--- config.mk ---
export PLATFORM = sky130hd
export DESIGN_NAME = alu_share_arbiter_flat
export DESIGN_NICKNAME = d
export VERILOG_FILES = /design/src/rtl/alu_share_arbiter_if.sv /design/src/rtl/alu_share_arbiter.sv /design/src/flat_wrapper.sv
export SDC_FILE = /design/constraint.sdc
export NUM_CORES = 1
export LEC_CHECK = 0
export CAP_MARGIN = 20
export CORE_AREA = 5 5 117 119
export CTS_CLUSTER_SIZE = 12
export DETAILED_ROUTE_END_ITERATION = 8
export DIE_AREA = 0 0 122 124
export PLACE_DENSITY = 0.79
export SLEW_MARGIN = 40
export SYNTH_ARGS = -nofsm -noshare
export SYNTH_HDL_FRONTEND = slang
export SYNTH_SLANG_ARGS = --single-unit
export TNS_END_PERCENT = 20
--- constraint.sdc ---
create_clock -name clk -period 3.05 [get_ports clk]
set_clock_uncertainty 0.2 [all_clocks]
set_input_delay 0.915 -clock clk [delete_from_list [all_inputs] [get_ports clk]]
set_output_delay 0.915 -clock clk [all_outputs]
set_load 0.01 [all_outputs]
--- src/rtl/alu_share_arbiter_if.sv ---
// Bundle of requester-side and ALU-side signals for alu_share_arbiter.
// slave = arbiter view; master = requesters plus the ALU instance.
interface alu_share_arbiter_if #(
  parameter int unsigned DATA_WIDTH = 32
);
  logic [1:0]            req_valid;
  logic [1:0]            req_ready;
  logic [2:0]            req0_op;
  logic [DATA_WIDTH-1:0] req0_a;
  logic [DATA_WIDTH-1:0] req0_b;
  logic [2:0]            req1_op;
  logic [DATA_WIDTH-1:0] req1_a;
  logic [DATA_WIDTH-1:0] req1_b;
  logic [2:0]            alu_op;
  logic [DATA_WIDTH-1:0] alu_a;
  logic [DATA_WIDTH-1:0] alu_b;
  logic [DATA_WIDTH-1:0] alu_result;
  logic                  alu_zero;
  logic [1:0]            resp_valid;
  logic [DATA_WIDTH-1:0] resp_result;
  logic                  resp_zero;

  modport slave (
    input  req_valid, req0_op, req0_a, req0_b, req1_op, req1_a, req1_b, alu_result, alu_zero,
    output req_ready, alu_op, alu_a, alu_b, resp_valid, resp_result, resp_zero
  );

  modport master (
    output req_valid, req0_op, req0_a, req0_b, req1_op, req1_a, req1_b, alu_result, alu_zero,
    input  req_ready, alu_op, alu_a, alu_b, resp_valid, resp_result, resp_zero
  );
endinterface

--- src/rtl/alu_share_arbiter.sv ---
// Two-requester arbiter sharing one combinational ALU; MUL holds the ALU for MUL_CYCLES.
// Define ALU_ARB_FIXED_PRIO_EN for fixed priority (requester 0 wins); default is round-robin.
module alu_share_arbiter #(
  parameter int unsigned DATA_WIDTH = 32,
  parameter int unsigned MUL_CYCLES = 4
) (
  input logic           clk,
  input logic           reset,
  alu_share_arbiter_if.slave io_bus
);
  localparam logic [0:0] StIdle  = 1'b0;
  localparam logic [0:0] StExec  = 1'b1;
  localparam logic [2:0] OpMul   = 3'b111;
  localparam logic [3:0] CntLast = 4'(MUL_CYCLES - 1);

  logic [0:0]            r_state;
  logic [2:0]            r_op;
  logic [DATA_WIDTH-1:0] r_a;
  logic [DATA_WIDTH-1:0] r_b;
  logic                  r_owner;
  logic [3:0]            r_cnt;
  logic [1:0]            r_resp_valid;
  logic [DATA_WIDTH-1:0] r_resp_result;
  logic                  r_resp_zero;
`ifndef ALU_ARB_FIXED_PRIO_EN
  logic                  r_last;
`endif

  logic       w_done;
  logic       w_exec_done;
  logic       w_can_accept;
  logic [1:0] w_grant;
  logic       w_hs;

  always_comb begin
    w_done       = (r_op != OpMul) || (r_cnt == CntLast);
    w_exec_done  = (r_state == StExec) && w_done;
    w_can_accept = (r_state == StIdle) || w_exec_done;
    w_grant      = 2'b00;
    if (w_can_accept) begin
      unique case (io_bus.req_valid)
        2'b01:   w_grant = 2'b01;
        2'b10:   w_grant = 2'b10;
`ifdef ALU_ARB_FIXED_PRIO_EN
        2'b11:   w_grant = 2'b01;
`else
        // Contention: the requester that did not win last time goes first.
        2'b11:   w_grant = r_last ? 2'b01 : 2'b10;
`endif
        default: w_grant = 2'b00;
      endcase
    end
    w_hs = |w_grant;
  end

  assign io_bus.req_ready   = w_grant;
  assign io_bus.alu_op      = (r_state == StExec) ? r_op : 3'b000;
  assign io_bus.alu_a       = (r_state == StExec) ? r_a : '0;
  assign io_bus.alu_b       = (r_state == StExec) ? r_b : '0;
  assign io_bus.resp_valid  = r_resp_valid;
  assign io_bus.resp_result = r_resp_result;
  assign io_bus.resp_zero   = r_resp_zero;

  always_ff @(posedge clk) begin
    if (reset) begin
      r_state       <= StIdle;
      r_op          <= 3'b000;
      r_a           <= '0;
      r_b           <= '0;
      r_owner       <= 1'b0;
      r_cnt         <= 4'd0;
      r_resp_valid  <= 2'b00;
      r_resp_result <= '0;
      r_resp_zero   <= 1'b0;
`ifndef ALU_ARB_FIXED_PRIO_EN
      r_last        <= 1'b1;
`endif
    end else begin
      r_resp_valid <= 2'b00;
      if (w_exec_done) begin
        r_resp_valid[r_owner] <= 1'b1;
        r_resp_result         <= io_bus.alu_result;
        r_resp_zero           <= io_bus.alu_zero;
      end
      if (w_hs) begin
        r_op    <= w_grant[1] ? io_bus.req1_op : io_bus.req0_op;
        r_a     <= w_grant[1] ? io_bus.req1_a  : io_bus.req0_a;
        r_b     <= w_grant[1] ? io_bus.req1_b  : io_bus.req0_b;
        r_owner <= w_grant[1];
        r_cnt   <= 4'd0;
        r_state <= StExec;
`ifndef ALU_ARB_FIXED_PRIO_EN
        r_last  <= w_grant[1];
`endif
      end else if (w_exec_done) begin
        r_state <= StIdle;
      end else if (r_state == StExec) begin
        r_cnt <= r_cnt + 4'd1;
      end
    end
  end
endmodule

--- src/flat_wrapper.sv ---
// flat-port wrapper written by rule: the top's interface ports become plain ports
module alu_share_arbiter_flat 
#(
  parameter int unsigned DATA_WIDTH = 32,
  parameter int unsigned MUL_CYCLES = 4
)
  (clk, reset, io_bus_req_valid, io_bus_req0_op, io_bus_req0_a, io_bus_req0_b, io_bus_req1_op, io_bus_req1_a, io_bus_req1_b, io_bus_alu_result, io_bus_alu_zero, io_bus_req_ready, io_bus_alu_op, io_bus_alu_a, io_bus_alu_b, io_bus_resp_valid, io_bus_resp_result, io_bus_resp_zero);
  alu_share_arbiter_if #(.DATA_WIDTH(DATA_WIDTH)) io_bus_i ();
  input logic clk;
  input logic reset;
  input wire logic [$bits(io_bus_i.req_valid)-1:0] io_bus_req_valid;
  input wire logic [$bits(io_bus_i.req0_op)-1:0] io_bus_req0_op;
  input wire logic [$bits(io_bus_i.req0_a)-1:0] io_bus_req0_a;
  input wire logic [$bits(io_bus_i.req0_b)-1:0] io_bus_req0_b;
  input wire logic [$bits(io_bus_i.req1_op)-1:0] io_bus_req1_op;
  input wire logic [$bits(io_bus_i.req1_a)-1:0] io_bus_req1_a;
  input wire logic [$bits(io_bus_i.req1_b)-1:0] io_bus_req1_b;
  input wire logic [$bits(io_bus_i.alu_result)-1:0] io_bus_alu_result;
  input wire logic [$bits(io_bus_i.alu_zero)-1:0] io_bus_alu_zero;
  output wire logic [$bits(io_bus_i.req_ready)-1:0] io_bus_req_ready;
  output wire logic [$bits(io_bus_i.alu_op)-1:0] io_bus_alu_op;
  output wire logic [$bits(io_bus_i.alu_a)-1:0] io_bus_alu_a;
  output wire logic [$bits(io_bus_i.alu_b)-1:0] io_bus_alu_b;
  output wire logic [$bits(io_bus_i.resp_valid)-1:0] io_bus_resp_valid;
  output wire logic [$bits(io_bus_i.resp_result)-1:0] io_bus_resp_result;
  output wire logic [$bits(io_bus_i.resp_zero)-1:0] io_bus_resp_zero;
  assign io_bus_i.req_valid = io_bus_req_valid;
  assign io_bus_i.req0_op = io_bus_req0_op;
  assign io_bus_i.req0_a = io_bus_req0_a;
  assign io_bus_i.req0_b = io_bus_req0_b;
  assign io_bus_i.req1_op = io_bus_req1_op;
  assign io_bus_i.req1_a = io_bus_req1_a;
  assign io_bus_i.req1_b = io_bus_req1_b;
  assign io_bus_i.alu_result = io_bus_alu_result;
  assign io_bus_i.alu_zero = io_bus_alu_zero;
  assign io_bus_req_ready = io_bus_i.req_ready;
  assign io_bus_alu_op = io_bus_i.alu_op;
  assign io_bus_alu_a = io_bus_i.alu_a;
  assign io_bus_alu_b = io_bus_i.alu_b;
  assign io_bus_resp_valid = io_bus_i.resp_valid;
  assign io_bus_resp_result = io_bus_i.resp_result;
  assign io_bus_resp_zero = io_bus_i.resp_zero;
  alu_share_arbiter #(.DATA_WIDTH(DATA_WIDTH), .MUL_CYCLES(MUL_CYCLES)) u_core (.clk(clk), .reset(reset), .io_bus(io_bus_i));
endmodule
# After elaboration in Yosys (flattened, before gate mapping)
# Cells that the tools add are included.
# op_classes
order_cmp	2
addsub	1
bitwise	2
mux	13
eq_ne	5
n_reduce_logical	9
# op_table
op	n
$mux 32	4
$mux 3	2
$pmux 2 s3	1
$add 4x1->4 const B	1
$eq 2x2->1 const B	2
$eq 4x2->1 const B	1
$mux 2	2
$reduce_or 2->1	2
$mux 1	3
$ne 3x3->1 const B	1
$reduce_or 3->1	1
$eq 2x1->1 const B	1
$logic_and 1x1->1	2
$logic_or 1x1->1	2
$lt 1x2->1 const B	1
$not 1->1	2
$reduce_and 2->1	1
$reduce_bool 2->1	1
$demux 1 s1	1
$ge 1x1->1 const B	1
# totals
in_bits	171
word_cells	42
output_inout_bits	104
regBits	109

# Depth between registers and ports, before layout
# depth
word_depth	7
depth_mapped	8
mapped_depth_nobuf	5

# Worst setup path after synthesis
# No wires, ideal clock.
# synth_timing
path_type	reg2out
from	register u_core.r_cnt[0]
to	output io_bus_req_ready[0]
setup_slack_ps	696
n_path_buf	0
path_stages_with_launch	6
arrival_ps	1239
required_time_ps	1935
cell_sequence	dfxtp_1 -> ha_1 -> nor3b_4 -> nand2b_1 -> nand2_1 -> nor2_1
# synth_via
elab_chain_cells	5
# synth_rtl
item	line	rtl
start, declared	alu_share_arbiter.sv:21	logic [3:0] r_cnt;
start signal, assigned	alu_share_arbiter.sv:98	r_cnt <= r_cnt + 4'd1;
$eq 4x2->1	alu_share_arbiter.sv:36	w_done = (r_op != OpMul) || (r_cnt == CntLast);
$logic_or 1x1->1	alu_share_arbiter.sv:36	
$logic_and 1x1->1	alu_share_arbiter.sv:37	w_exec_done = (r_state == StExec) && w_done;
$logic_or 1x1->1	alu_share_arbiter.sv:38	w_can_accept = (r_state == StIdle) || w_exec_done;
$mux 2	alu_share_arbiter.sv:40	if (w_can_accept) begin
end, declared	flat_wrapper.sv:20	output wire logic [$bits(io_bus_i.req_ready)-1:0] io_bus_req_ready;
# No other way between the ends.

# Worst setup path in the final report
# layout_timing
from	input io_bus_req_valid[0]
to	output io_bus_req_ready[0]
# layout_via
elab_chain_cells	3
word_cells_on_any_way	5
cone_classes	eq/ne (3); mux (2)
# layout_rtl
item	line	rtl
start, declared	flat_wrapper.sv:11	input wire logic [$bits(io_bus_i.req_valid)-1:0] io_bus_req_valid;
$eq 2x2->1 or $eq 2x1->1 (tied branches)	alu_share_arbiter.sv:41	unique case (io_bus.req_valid)
$pmux 2 s3 (*)	alu_share_arbiter.sv:41	
$mux 2 (*)	alu_share_arbiter.sv:40	
# Mark *: on every way between the ends. The rest lies on a longest branch, timed or not.

==> results.py <==
metrics = {
    "power_and_ir_drop": {
        "p_leak_nw": 3.01,
        "worst_ir_drop_vdd_uv": 263,
        "power_density_nw_per_um2": 432,
    },
    "worst_setup_path": {
        "reg2reg_slack_ns": 0.68,
        "crit_required_ns": 1.93,
        "worst_setup_path_startpoint": "io_bus_req_valid[0]",
        "reg2reg_from": "u_core.r_cnt[0]",
        "reg2regPathDepth": 7,
        "critPathMaxFanout": 3,
        "r2r_end": "u_core.r_b[3]",
        "critPathCaptureType": "primary output",
        "timing.critical_path.arrival_ns": 1.86,
        "timing_worst_setup_path_type": "input pin to primary output",
        "crit_path_start_kind": "input pin",
    },
    "floorplan": {
        "fp-row-count": 41,
        "chipHeight_um": 124,
        "initial_core_util": 0.365,
        "io_pins": 275,
        "die_w_um": 122,
        "design.die.area_um2": 15100,
        "fp.coreArea_um2": 12500,
    },
    "sta": {
        "hold_viol": 0,
        "finalSetupViolCount": 0,
        "maxSlewHeadroom": 0.680,
        "grt_setup_unrepaired": "false",
        "fin_hold_ws_ns": 0.253,
        "post_layout_min_period_ns": 2.97,
        "min_period_over_period": 0.975,
        "fmax_mhz": 336,
        "final-max-slew-violation-count": 0,
        "tightest_slew_ns": 0.480,
    },
    "cells_and_area": {
        "syn2layout_area_growth_pct": 71.4,
        "finish.utilization": 0.625,
        "drive_above_1_share": 0.0531,
        "multiInputGateArea_um2": 2190,
        "fin_nets": 921,
        "most_common_library_cell_in_the_layout_ignoring_fill_and_taps": "sky130_fd_sc_hd__clkdlybuf4s50_1",
        "final-instance-count-excl-fill": 926,
        "antenna-diode-count": 0,
        "most-common-layout-cells": "sky130_fd_sc_hd__clkdlybuf4s50_1 (271), sky130_fd_sc_hd__and2_1 (134), sky130_fd_sc_hd__dfxtp_1 (108)",
        "regArea_um2": 2180,
        "final_layout_fill_cell_count": 1032,
    },
    "yosys": {
        "synthesis.area_um2": 4550,
        "syn_avg_cell_area_um2": 9.30,
        "ys_ff_latch": 109,
        "ys_seq_area_frac": 0.480,
        "synth_fp_nets": 661,
        "number_of_library_cell_types_mapped_by_synthesis": 28,
        "yosys_warnings": 0,
        "post_synth_inst_count": 489,
    },
    "global_route": {
        "antenna_found_initial": 0,
        "grt_max_degree": 68,
        "grt_pass1_vias": 4747,
        "grt_pass1_wl_um": 23700,
        "gr-usage-all-layers": 0.195,
        "globalRoute.totalOverflow": 0,
    },
    "route": {
        "post_drt_wl_per_cell_um": 16.8,
        "detail-route-antenna-nets": 0,
        "routed-via-count": 4585,
        "dr.pass1.iters": 5,
        "drt-total-wl_um": 15600,
        "drc": 0,
        "vias_per_cell": 4.95,
        "dr.first_iter.drc_count": 248,
    },
    "clocking": {
        "clock_tree.buffer_depth": 2,
        "postCtsSetupRepairBufs": 0,
        "clock-root-buffer": "sky130_fd_sc_hd__clkbuf_16",
        "htree_num_levels": 3,
        "worst_skew_pair.late_latency_ns": 0.34,
        "cts.sinks": 109,
        "tritoncts_clock_tree": "yes",
        "cts_inserted_buffers": 9,
        "worst_setup_hold_path_clk_slew_ns": 0.07,
    },
    "job": {
        "drv.max_cap_violation_count": 0,
    },
    "placed_design": {
        "sum_of_net_half_perimeters_after_detailed_placement_um": 11900,
        "placement.io_buffers": 274,
        "finalWeightedCongestion": 0.808,
        "place_inst": 910,
    },
    "worst_hold_path": {
        "hold_startpoint": "u_core.io_bus.resp_result[10]",
        "worstHoldPathType": "flip-flop to flip-flop",
        "whs_path_depth": 2,
        "min_delay_worst_endpoint": "u_core.io_bus.resp_result[10]",
    },
    "outcome": {
        "outcome": "complete, no violations",
    },
}
worst max path at each step:
stage	to	slack, ns	depth (start not counted)
4_1_cts	io_bus_req_ready[0]	0.004	4
3_3_place_gp	io_bus_req_ready[0]	-0.24	4
3_5_place_dp	io_bus_req_ready[1]	-0.24	4
5_1_grt	io_bus_req_ready[0]	0.03	6
2_1_floorplan	io_bus_req_ready[0]	0.70	5
6_report	io_bus_req_ready[0]	0.08	4
stage by stage:
| step | area, um2 | setup WS [ns] | setup TNS (ns) | power (mW) |
|---|---|---|---|---|
| finish | 7790 | 0.0772 | 0 | 3.37 |
| global route | 7790 | 0.0321 | 0 | 3.51 |
| CTS | 7780 | 0.00413 | 0 | 3.41 |
| detailed placement | 7500 | -0.244 | -0.459 | 2.28 |
| global placement | 7500 | -0.236 | -0.464 | 2.26 |
| floorplan | 4550 | 0.696 | 0 | 1.85 |
synthesized netlist by cell type (all sizes together):
master | number | area, um2
clkbuf | 32 | 120
a221o | 68 | 681
nand4 | 2 | 12.5
a211oi | 1 | 12.5
and4 | 1 | 8.76
dfxtp | 109 | 2180
o22ai | 1 | 6.26
nand4b | 1 | 8.76
nor3b | 1 | 18.8
nor2 | 5 | 18.8
nor2b | 1 | 6.26
and3 | 1 | 6.26
inv | 1 | 3.75
o21a | 1 | 7.51
o21ai | 2 | 10.0
a21oi | 37 | 185
nand3 | 1 | 5.00
nor3 | 1 | 5.00
buf | 9 | 70.1
o2111a | 1 | 11.3
ha | 1 | 12.5
and2 | 135 | 845
a31o | 1 | 8.76
nand2 | 72 | 270
xnor2 | 1 | 8.76
xor2 | 1 | 8.76
nand2b | 2 | 12.5
routing by layer:
layer  vias to the layer above  wire length (um)  GRT usage
met5                         -                 0          0
met4                         0               262     0.0560
met3                        22              1310     0.0563
met2                       197              8130      0.371
met1                      2137              5860      0.210
li1                       2229                 -          -
power breakdown:
group | total, mW | switching (mW) | internal (mW)
clock | 1.12 | 0.553 | 0.570
sequential | 1.58 | 0.0585 | 1.53
combinational | 0.658 | 0.233 | 0.425
registers in the layout, indices dropped and copies added, names as in the netlist:
signal,flops
u_core.io_bus.resp_result,32
u_core.io_bus.resp_valid,2
u_core.io_bus.resp_zero,1
u_core.r_a,32
u_core.r_b,32
u_core.r_cnt,4
u_core.r_last,1
u_core.r_op,3
u_core.r_owner,1
u_core.r_state,1
cell families after synthesis:
family	count (synthesis)	share of synthesized area
XOR/XNOR	2	0.00385
flip-flops	109	0.480
AND/OR/NAND/NOR	223	0.268
AO/OA/AOI/OAI	112	0.203
adder cells (fa/ha/maj)	1	0.00275
buffers and inverters	42	0.0427
timing repair:
action                     4_1_cts  5_1_grt
gates resized for setup          2        4
hold buffers                     0        0
setup endpoints to repair        2        1
worst max-delay path, cell delays in order:
cell and delay (ns):
sky130_fd_sc_hd__clkdlybuf4s50_1 0.51, sky130_fd_sc_hd__nand2_1 0.08, sky130_fd_sc_hd__nor2_1 0.08, sky130_fd_sc_hd__dlygate4sd2_1 0.27
area by class of cell:
class | count | share of cell area
flip-flops and latches | 109 | 0.280
repair buffers | 290 | 0.374
multi-input cells | 338 | 0.281
clock inverters | 7 | 0.00755
well taps | 172 | 0.0276
clock buffers | 9 | 0.0289
inverters | 1 | 0.000482
Power figures use the tool's default switching activity.
